File: config.mk
export PLATFORM = sky130hd
export DESIGN_NAME = instr_prefetch_queue_flat
export DESIGN_NICKNAME = d
export VERILOG_FILES = /design/src/rtl/riscv_pkg.sv /design/src/rtl/instr_prefetch_queue_if.sv /design/src/rtl/instr_prefetch_queue_fifo.sv /design/src/rtl/instr_prefetch_queue.sv /design/src/flat_wrapper.sv
export SDC_FILE = /design/constraint.sdc
export NUM_CORES = 1
export LEC_CHECK = 0
export CAP_MARGIN = 5
export CORE_ASPECT_RATIO = 0.7
export CORE_MARGIN = 1.5
export CORE_UTILIZATION = 60
export CTS_CLUSTER_DIAMETER = 200
export DETAILED_ROUTE_END_ITERATION = 10
export PLACE_DENSITY_LB_ADDON = 0.25
export SETUP_SLACK_MARGIN = 0.05
export SLEW_MARGIN = 20
export SYNTH_ARGS = -nofsm -noshare
export SYNTH_HDL_FRONTEND = slang
export SYNTH_SLANG_ARGS = --single-unit
File: constraint.sdc
create_clock -name clk -period 6 [get_ports clk]
set_input_delay 1.8 -clock clk [delete_from_list [all_inputs] [get_ports clk]]
set_output_delay 1.8 -clock clk [all_outputs]
set_load 0.01 [all_outputs]
File: src/rtl/riscv_pkg.sv
// Shared RISC-V constants and the fetch-queue entry layout used by the prefetch stage.
package riscv_pkg;

   localparam int XLEN    = 32;
   localparam int INSTR_W = 32;

   localparam logic [XLEN-1:0]    RESET_PC = 32'h0000_0000;
   localparam logic [INSTR_W-1:0] NOP      = 32'h0000_0013;

   // One queue entry: the instruction together with the address it was fetched from.
   typedef struct packed {
      logic [XLEN-1:0]    pc;
      logic [INSTR_W-1:0] instr;
   } fetch_entry_t;

   // Instruction addresses are always word aligned; the low two bits are dropped.
   function automatic logic [XLEN-1:0] word_align(input logic [XLEN-1:0] addr);
      return {addr[XLEN-1:2], 2'b00};
   endfunction

endpackage

File: src/rtl/instr_prefetch_queue_if.sv
// Memory read port, fetch output handshake and redirect port of the prefetch stage.
// master: the prefetcher; slave: the memory / decode environment around it.
interface instr_prefetch_queue_if;
   import riscv_pkg::*;

   logic               mem_req;
   logic [XLEN-1:0]    mem_addr;
   logic               mem_gnt;
   logic               mem_rvalid;
   logic [INSTR_W-1:0] mem_rdata;

   logic               out_valid;
   logic               out_ready;
   logic [INSTR_W-1:0] out_instr;
   logic [XLEN-1:0]    out_pc;

   logic               redirect_valid;
   logic [XLEN-1:0]    redirect_pc;

   modport master (
      output mem_req, mem_addr,
      input  mem_gnt, mem_rvalid, mem_rdata,
      output out_valid, out_instr, out_pc,
      input  out_ready,
      input  redirect_valid, redirect_pc
   );

   modport slave (
      input  mem_req, mem_addr,
      output mem_gnt, mem_rvalid, mem_rdata,
      input  out_valid, out_instr, out_pc,
      output out_ready,
      output redirect_valid, redirect_pc
   );

endinterface

File: src/rtl/instr_prefetch_queue_fifo.sv
// sync_fifo: small show-ahead FIFO with synchronous flush. The head entry is read
// combinationally from the storage registers so it is visible the cycle after the push.
module sync_fifo #(
   parameter int WIDTH = 64,
   parameter int DEPTH = 4
) (
   input  logic                     clk,
   input  logic                     reset,
   input  logic                     flush,
   input  logic                     push,
   input  logic [WIDTH-1:0]         push_data,
   input  logic                     pop,
   output logic [WIDTH-1:0]         head_data,
   output logic [$clog2(DEPTH):0]   count,
   output logic                     empty,
   output logic                     full
);

   localparam int AW = $clog2(DEPTH);

   logic [WIDTH-1:0] mem_reg [DEPTH];
   logic [AW:0]      wr_ptr_reg;
   logic [AW:0]      rd_ptr_reg;
   logic             do_push;
   logic             do_pop;

   // Pointers carry one extra wrap bit so full and empty are distinguishable.
   assign count     = wr_ptr_reg - rd_ptr_reg;
   assign empty     = (count == '0);
   assign full      = (count == (AW+1)'(DEPTH));
   assign do_push   = push && !full && !flush;
   assign do_pop    = pop && !empty && !flush;
   assign head_data = mem_reg[rd_ptr_reg[AW-1:0]];

   // Storage write; contents need no reset because the pointers gate visibility.
   always_ff @(posedge clk) begin
      if (do_push) begin
         mem_reg[wr_ptr_reg[AW-1:0]] <= push_data;
      end
   end

   // Pointer update; flush empties the queue in one cycle.
   always_ff @(posedge clk) begin
      if (reset || flush) begin
         wr_ptr_reg <= '0;
         rd_ptr_reg <= '0;
      end else begin
         if (do_push) wr_ptr_reg <= wr_ptr_reg + 1'b1;
         if (do_pop)  rd_ptr_reg <= rd_ptr_reg + 1'b1;
      end
   end

endmodule

File: src/rtl/instr_prefetch_queue.sv
// instr_prefetch_queue: streams sequential instruction words from memory into an in-order
// queue and presents {pc, instr} through a valid/ready handshake. A redirect flushes the
// queue, restarts fetch and drops responses still in flight.
// Optional feature macro: PREFETCH_STATS_EN adds stat_flush / stat_starve counters.
module instr_prefetch_queue
   import riscv_pkg::*;
#(
   parameter int              DEPTH    = 4,
   parameter int              MAX_OUT  = 2,
   parameter logic [XLEN-1:0] RESET_PC = riscv_pkg::RESET_PC
) (
   input  logic                   clk,
   input  logic                   reset,
   instr_prefetch_queue_if.master bus
`ifdef PREFETCH_STATS_EN
   ,
   output logic [31:0]            stat_flush,
   output logic [31:0]            stat_starve
`endif
);

   localparam int OW = $clog2(MAX_OUT + 1);
   localparam int CW = $clog2(DEPTH) + 1;

   logic [XLEN-1:0] fetch_pc_reg;
   logic [XLEN-1:0] rsp_pc_reg;
   logic [OW-1:0]   outstanding_reg;
   logic [OW-1:0]   discard_reg;

   logic [CW-1:0]   q_count;
   logic            q_empty;
   logic            q_full;
   logic            issue;
   logic            grant;
   logic            push;
   logic            pop;
   logic            head_valid;
   fetch_entry_t    head;
   fetch_entry_t    push_entry;

   // Issue only while the queue can absorb every word already requested plus this one;
   // nothing is requested during reset since the memory side is reset on the same edge.
   always_comb begin
      issue = !reset && !bus.redirect_valid
              && (outstanding_reg < OW'(MAX_OUT))
              && ((32'(q_count) + 32'(outstanding_reg)) < 32'(DEPTH));
   end

   assign grant      = issue && bus.mem_gnt;
   assign head_valid = !reset && !q_empty;
   assign push       = bus.mem_rvalid && (discard_reg == '0) && !bus.redirect_valid;
   assign pop        = head_valid && bus.out_ready && !bus.redirect_valid;
   assign push_entry = '{pc: rsp_pc_reg, instr: bus.mem_rdata};

   assign bus.mem_req   = issue;
   assign bus.mem_addr  = fetch_pc_reg;
   assign bus.out_valid = head_valid;
   assign bus.out_pc    = head_valid ? head.pc    : '0;
   assign bus.out_instr = head_valid ? head.instr : '0;

   sync_fifo #(
      .WIDTH ($bits(fetch_entry_t)),
      .DEPTH (DEPTH)
   ) u_fifo (
      .clk       (clk),
      .reset     (reset),
      .flush     (bus.redirect_valid),
      .push      (push),
      .push_data (push_entry),
      .pop       (pop),
      .head_data (head),
      .count     (q_count),
      .empty     (q_empty),
      .full      (q_full)
   );

   // Fetch/response address tracking, outstanding-read count and stale-response discard.
   always_ff @(posedge clk) begin
      if (reset) begin
         fetch_pc_reg    <= word_align(RESET_PC);
         rsp_pc_reg      <= word_align(RESET_PC);
         outstanding_reg <= '0;
         discard_reg     <= '0;
      end else begin
         outstanding_reg <= outstanding_reg + OW'(grant) - OW'(bus.mem_rvalid);
         if (bus.redirect_valid) begin
            fetch_pc_reg <= word_align(bus.redirect_pc);
            rsp_pc_reg   <= word_align(bus.redirect_pc);
            // A response arriving in the redirect cycle is already dropped by the flush.
            discard_reg  <= outstanding_reg - OW'(bus.mem_rvalid);
         end else begin
            if (grant) fetch_pc_reg <= fetch_pc_reg + 32'd4;
            if (bus.mem_rvalid) begin
               if (discard_reg != '0) discard_reg <= discard_reg - OW'(1);
               else                   rsp_pc_reg  <= rsp_pc_reg + 32'd4;
            end
         end
      end
   end

`ifdef PREFETCH_STATS_EN
   logic [31:0] stat_flush_reg;
   logic [31:0] stat_starve_reg;

   // Saturating redirect and starvation counters; observation only.
   always_ff @(posedge clk) begin
      if (reset) begin
         stat_flush_reg  <= '0;
         stat_starve_reg <= '0;
      end else begin
         if (bus.redirect_valid && (stat_flush_reg != '1))
            stat_flush_reg <= stat_flush_reg + 32'd1;
         if (bus.out_ready && !head_valid && (stat_starve_reg != '1))
            stat_starve_reg <= stat_starve_reg + 32'd1;
      end
   end

   assign stat_flush  = stat_flush_reg;
   assign stat_starve = stat_starve_reg;
`endif

   a_rvalid_legal: assert property (@(posedge clk) disable iff (reset)
      bus.mem_rvalid |-> (outstanding_reg != '0));
   a_no_overflow: assert property (@(posedge clk) disable iff (reset)
      push |-> !q_full);

endmodule

File: src/flat_wrapper.sv
// flat-port wrapper written by rule: the top's interface ports become plain ports
module instr_prefetch_queue_flat import riscv_pkg::*;
#(
   parameter int              DEPTH    = 4,
   parameter int              MAX_OUT  = 2,
   parameter logic [XLEN-1:0] RESET_PC = riscv_pkg::RESET_PC
)
  (clk, reset, bus_mem_req, bus_mem_addr, bus_mem_gnt, bus_mem_rvalid, bus_mem_rdata, bus_out_valid, bus_out_instr, bus_out_pc, bus_out_ready, bus_redirect_valid, bus_redirect_pc);
  instr_prefetch_queue_if bus_i ();
  input  logic clk;
  input  logic reset;
  output wire logic [$bits(bus_i.mem_req)-1:0] bus_mem_req;
  output wire logic [$bits(bus_i.mem_addr)-1:0] bus_mem_addr;
  input wire logic [$bits(bus_i.mem_gnt)-1:0] bus_mem_gnt;
  input wire logic [$bits(bus_i.mem_rvalid)-1:0] bus_mem_rvalid;
  input wire logic [$bits(bus_i.mem_rdata)-1:0] bus_mem_rdata;
  output wire logic [$bits(bus_i.out_valid)-1:0] bus_out_valid;
  output wire logic [$bits(bus_i.out_instr)-1:0] bus_out_instr;
  output wire logic [$bits(bus_i.out_pc)-1:0] bus_out_pc;
  input wire logic [$bits(bus_i.out_ready)-1:0] bus_out_ready;
  input wire logic [$bits(bus_i.redirect_valid)-1:0] bus_redirect_valid;
  input wire logic [$bits(bus_i.redirect_pc)-1:0] bus_redirect_pc;
  assign bus_mem_req = bus_i.mem_req;
  assign bus_mem_addr = bus_i.mem_addr;
  assign bus_i.mem_gnt = bus_mem_gnt;
  assign bus_i.mem_rvalid = bus_mem_rvalid;
  assign bus_i.mem_rdata = bus_mem_rdata;
  assign bus_out_valid = bus_i.out_valid;
  assign bus_out_instr = bus_i.out_instr;
  assign bus_out_pc = bus_i.out_pc;
  assign bus_i.out_ready = bus_out_ready;
  assign bus_i.redirect_valid = bus_redirect_valid;
  assign bus_i.redirect_pc = bus_redirect_pc;
  instr_prefetch_queue #(.DEPTH(DEPTH), .MAX_OUT(MAX_OUT), .RESET_PC(RESET_PC)) u_core (.clk(clk), .reset(reset), .bus(bus_i));
endmodule
# Yosys cells after proc, flatten, opt, wreduce, memory -nomap -nowiden
# Memory sizes are Yosys's and may differ from the RTL's. A register that Yosys moved wholly into a read port is not among the register bits.
# Cells that the tools add are included.
[classes]
reduce_logical = 28
addsub = 10
multipliers = 0
n_eq_ne = 2
n_shift = 0
order_cmp = 2
div_mod_pow = 0
mux = 14
n_bitwise = 1
[ops]
columns = ["op", "count"]
rows = [
  ["two-way mux 32 bit", 7],
  ["adder 32 x 3 -> 32 bit, second input constant", 2],
  ["< comparator 32 x 3 -> 1 bit, second input constant", 1],
  ["logical AND 1 bit", 13],
  ["two-way mux 2 bit", 5],
  ["nonzero test 2 bit", 4],
  ["adder 3 x 1 -> 3 bit, second input constant", 2],
  ["AND reduction 2 bit", 3],
  ["adder 3 x 2 -> 4 bit", 1],
  ["logical NOT 1 bit", 4],
  ["subtractor 2 x 1 -> 2 bit", 2],
  ["== test 3 bit, second input constant", 1],
  ["logical NOT 3 bit", 1],
  ["subtractor 3 bit", 1],
  ["adder 2 x 1 -> 2 bit", 1],
  ["logical NOT 2 bit", 1],
  ["< comparator 2 bit, second input constant", 1],
  ["two-way mux 1 bit", 2],
  ["inequality test 2 bit, second input constant", 1],
  ["OR reduction 2 bit", 1],
  ["subtractor 2 x 1 -> 2 bit, second input constant", 1],
  ["logical OR 1 bit", 1],
  ["inverter 1 bit", 1],
]
[word_totals]
reg_bits = 74
latch_bits = 0
n_memories = 1
mem_bits_rw = 256
romBits = 0
output_inout_bits = 98
inputBits = 70
[memory_table]
columns = ["memory", "words", "width", "read_ports", "rd_clocked_by_memory_dff", "write_ports", "line_no", "source"]
rows = [
  ["u_core.u_fifo.mem_reg", 4, 64, 1, 1, 1, "instr_prefetch_queue_fifo.sv:21", "logic [WIDTH-1:0] mem_reg [DEPTH];"],
]

# Depth between registers and ports, before layout
[depth]
depth_word = 10
ltp_mapped = 12

# Modules after synthesis
# Synthesis repeated with hierarchy kept, for this count alone.
[unflattened]
hier_cells = 888
hier_area_um2 = 13748.2
[by_module_without_submodules]
columns = ["module", "seq_area_each_um2", "area_each_um2", "cells_each", "instances"]
rows = [
  ["sync_fifo", 7847.5, 9743.1, 389, 1],
  ["instr_prefetch_queue", 1281.2, 4005.1, 499, 1],
]

# Worst setup path after synthesis
# Ideal clock, no wire load.
[synth_path]
kind = "input to output"
from = "input port reset"
to = "output port bus_out_instr[10]"
setup_slack_ns = 1.418
required_ns = 4.200
path_buffers = 3
cell_stages = 5
arrival_time_ns = 2.782
cell_sequence = "clkbuf_1 nand2b_1 clkbuf_1 clkbuf_1 nor2b_1"
[synth_via]
elab_chain_cells = 3
[synth_rtl]
columns = ["item", "line_no", "source"]
rows = [
  ["start: declaration", "flat_wrapper.sv:11", "input logic reset;"],
  ["logical NOT 1 bit", "instr_prefetch_queue.sv:50", "assign head_valid = !reset && !q_empty;"],
  ["logical AND 1 bit", "instr_prefetch_queue.sv:50", ""],
  ["two-way mux 32 bit", "instr_prefetch_queue.sv:59", "assign bus.out_instr = head_valid ? head.instr : '0;"],
  ["end: declaration", "flat_wrapper.sv:18", "output wire logic [$bits(bus_i.out_instr)-1:0] bus_out_instr;"],
]
# Every way passes these cells.

# Worst setup path after layout
[layout_path]
from = "register u_core.u_fifo.wr_ptr_reg[0]"
to = "output port bus_out_pc[4]"
[layout_via]
elab_chain_cells = 5
[layout_rtl]
columns = ["item", "line_no", "source"]
rows = [
  ["start: declaration", "instr_prefetch_queue_fifo.sv:22", "logic [AW:0] wr_ptr_reg;"],
  ["start signal: assignment", "instr_prefetch_queue_fifo.sv:48", "if (do_push) wr_ptr_reg <= wr_ptr_reg + 1'b1;"],
  ["subtractor 3 bit", "instr_prefetch_queue_fifo.sv:28", "assign count = wr_ptr_reg - rd_ptr_reg;"],
  ["logical NOT 3 bit", "instr_prefetch_queue_fifo.sv:29", "assign empty = (count == '0);"],
  ["logical NOT 1 bit", "instr_prefetch_queue.sv:50", ""],
  ["logical AND 1 bit", "instr_prefetch_queue.sv:50", ""],
  ["two-way mux 32 bit", "instr_prefetch_queue.sv:58", "assign bus.out_pc = head_valid ? head.pc : '0;"],
  ["end: declaration", "flat_wrapper.sv:19", "output wire logic [$bits(bus_i.out_pc)-1:0] bus_out_pc;"],
]
# Every way passes these cells.

==> results.py <==
metrics = {
    "clock_tree": {
        "cts_buffers": 28,
        "clk_latency_ns": 0.54,
        "cts_max_path_buffers": 3,
        "cts_root_buffer": "clkbuf_16",
        "cts_sinks": 320,
        "cts_tree": "built",
        "ctsHoldBuffers": 0,
        "path_clk_slew_ns": 0.06,
        "cts-htree-levels": 1,
        "cts_resized": 0,
        "postCtsSetupBuffers": 0,
    },
    "worst_hold_path": {
        "worstHoldPathType": "flop to flop",
        "worstHoldStart": "u_core.u_fifo.rd_ptr_reg[1]",
        "holdPathStages": 2,
    },
    "critical_path": {
        "critical_path_class": "flop to primary output",
        "cp_top_family": "buffers and inverters",
        "r2r-end": "u_core.bus.mem_addr[20]",
        "arrival_ns": 3.50,
        "cp_num_buf_inv": 4,
        "crit_fanout": 63,
        "slowest_delay_ns": 0.56,
        "rr_worst_depth": 11,
        "critPathCaptureType": "primary output",
        "critical_path.startpoint_type": "flop",
        "r2r-start": "u_core.u_fifo.wr_ptr_reg[0]",
        "critPathSlowestCell": "buf_4",
        "r2r_setup_slack_ns": 2.58,
        "worstPathCellList": "inv_1, ha_1, inv_1, fa_1, nand2b_1, nand2b_1, nand2b_2, buf_4, nor2b_1, clkdlybuf4s50_1",
        "cp_data_required_time_ns": 4.20,
    },
    "timing": {
        "skew_ns": 0.01036,
        "setup_viol_count_final": 0,
        "finalSetupTns_ns": 0,
        "rsz0062_at_grt": "no",
        "period_share_pct": 88.27,
        "final-max-slew-violation-count": 0,
        "finalHoldViolations": 0,
        "slew_headroom_pct": 35.96,
        "whs_ns": 0.5369,
        "min_period_ns": 5.296,
        "worst_pin_slew_ns": 0.9606,
        "clock.fmax_ghz": 0.1888,
    },
    "synthesis": {
        "synth_edf_count": 248,
        "ys_seq_area_share_pct": 66.80,
        "yosysUniqueCellTypes": 58,
        "synthArstFlopShare_pct": 0,
        "ys_dominant_reg_cell": "edfxtp_1",
        "synth_warnings": 0,
        "synthesis.area_um2": 13310,
        "syn_inst": 863,
        "syn_avg_cell_area_um2": 15.42,
        "ys_ff_latch": 320,
        "yosysTopAreaCell": "edfxtp_1",
        "yosys-top-cells-area": "edfxtp_1 56%, dfxtp_1 11%, mux4_2 10%, nor2b_1 3.0%, xor2_1 2.0%",
        "synth_top_area_share_pct": 55.97,
    },
    "power_and_ir_drop": {
        "peakVddDrop_mv": 0.2549,
        "power.density_nw_per_um2": 287.8,
        "p_leak_nw": 5.198,
    },
    "global_route": {
        "grt_max_degree": 67,
        "first_global_vias": 7723,
        "grt_usage_pct": 24.49,
        "grt_first_pass_wirelength_um": 43480,
        "antenna_found_initial": 0,
        "grt_overflow": 0,
    },
    "route": {
        "drtIter0Drc": 665,
        "vias": 7936,
        "wl_per_cell_um": 20.89,
        "first_pass_iters": 5,
        "drc_errors": 0,
        "wirelength_um": 27780,
        "drt.antenna.violating_nets": 0,
        "vias_per_cell": 5.967,
    },
    "placement": {
        "dp_hpwl_um": 17540,
        "gp_congestion": 0.8924,
        "place_inst": 1278,
        "port_buffers": 161,
    },
    "layout": {
        "drive_gt1_share_pct": 12.88,
        "fillerInstances": 1331,
        "finalNetCount": 1109,
        "largest_reg_flops": 248,
        "diodes": 0,
        "multi_input_area_um2": 4110,
        "fin_cells": 1330,
        "area_delta_synth_final_pct": 21.48,
        "seqCellArea_um2": 8894,
        "postLayoutCoreUtil_pct": 74.37,
    },
    "die": {
        "initial_core_util_pct": 61.22,
        "pin_count": 168,
        "rows": 45,
        "die_h_um": 127.6,
        "die_area_um2": 23090,
        "coreArea_um2": 21730,
        "die_width_um": 181.0,
    },
    "outcome": {
        "outcome": "complete, no violations",
    },
    "flow_run": {
        "drv_cap": 0,
    },
}
power by group:
group	internal [mW]	switching (mW)	total, mW
Clock	1.04	0.759	1.80
Sequential	2.45	0.0667	2.52
Combinational	0.176	0.157	0.333
cell type report:
type | instances | area share [%]
well taps | 282 | 2.183
flip-flops and latches | 320 | 55.02
clock inverters | 14 | 0.8980
repair buffers | 176 | 10.87
clock buffers | 38 | 4.830
inverters | 33 | 0.7664
multi-input cells | 467 | 25.43
how the worst max path moves through the flow:
| stage | start | endpoint | slack, ns | cells past startpoint |
|---|---|---|---|---|
| after floorplan | reset | bus_out_instr[10] | 1.42 | 5 |
| after global placement | bus_redirect_valid | bus_mem_req | 0.87 | 4 |
| after detailed placement | bus_redirect_valid | bus_mem_req | 0.85 | 4 |
| after CTS | u_core.u_fifo.wr_ptr_reg[0] | bus_out_pc[4] | 0.69 | 10 |
| after global routing | u_core.u_fifo.wr_ptr_reg[0] | bus_out_instr[31] | 0.46 | 10 |
| final | u_core.u_fifo.wr_ptr_reg[0] | bus_out_pc[4] | 0.70 | 10 |
layer usage:
layer | up-vias | GRT usage [%] | share of wire, %
met5 | - | 0 | 0
met3 | 28 | 4.048 | 7.9
li1 | 3635 | - | -
met1 | 3918 | 37.98 | 45
met2 | 355 | 37.34 | 45
met4 | 0 | 4.657 | 1.4
worst min-delay path: stages, from the launching register on:
cell	delay, ns
dfxtp_1	0.33
nand2_1	0.06
a21oi_1	0.10
per-stage QoR:
| stage | worst slack, ns | instance area (um^2) | total power, mW |
|---|---|---|---|
| floorplan | 1.418 | 13320 | 2.723 |
| global placement | 0.8674 | 15240 | 2.886 |
| detailed placement | 0.8462 | 15240 | 2.896 |
| CTS | 0.6946 | 16160 | 4.677 |
| global route | 0.4561 | 16160 | 4.804 |
| finish | 0.7037 | 16160 | 4.653 |
kinds of logic (layout without fill, tap and decap cells):
logic type / Yosys count / after routing / synth area share, %
flops: 320 / 320 / 66.80
fa+ha+maj: 13 / 13 / 1.279
xor+xnor: 50 / 50 / 3.414
buf+inv: 79 / 261 / 2.445
compound gates: 110 / 110 / 5.840
mux: 63 / 63 / 10.57
other cells: 1 / 4 / 0.02818
simple gates: 227 / 227 / 9.620
cells in the mapped netlist (24+ instances only):
cell	count
a21boi_0	24
a21oi_1	28
nand4_1	25
clkbuf_1	30
nand2_1	29
nor2b_1	64
dfxtp_1	72
xor2_1	31
mux4_2	62
edfxtp_1	248
nor2_1	38
inv_1	32
cells in the final DEF, fill, tap and decap left out, types with 4 or more instances in the layout:
cell	instances
inv_1	32
clkdlybuf4s50_1	160
clkinv_2	4
nor4_1	4
nor2b_1	64
clkbuf_1	8
o21ai_0	6
a21boi_0	24
and3_1	7
nand2b_1	4
a211oi_1	19
conb_1	4
a32oi_1	4
nor3_1	5
buf_4	12
and4_1	8
xnor2_1	18
edfxtp_1	248
dfxtp_1	70
nor2_1	38
a21oi_1	28
mux4_2	62
a31oi_1	8
nand2_1	29
and2_2	4
nand3_1	22
clkinv_1	5
ha_1	12
nand4_1	25
clkbuf_16	30
or4_1	5
xor2_1	31
No activity file was read; power rests on OpenSTA's default activity.
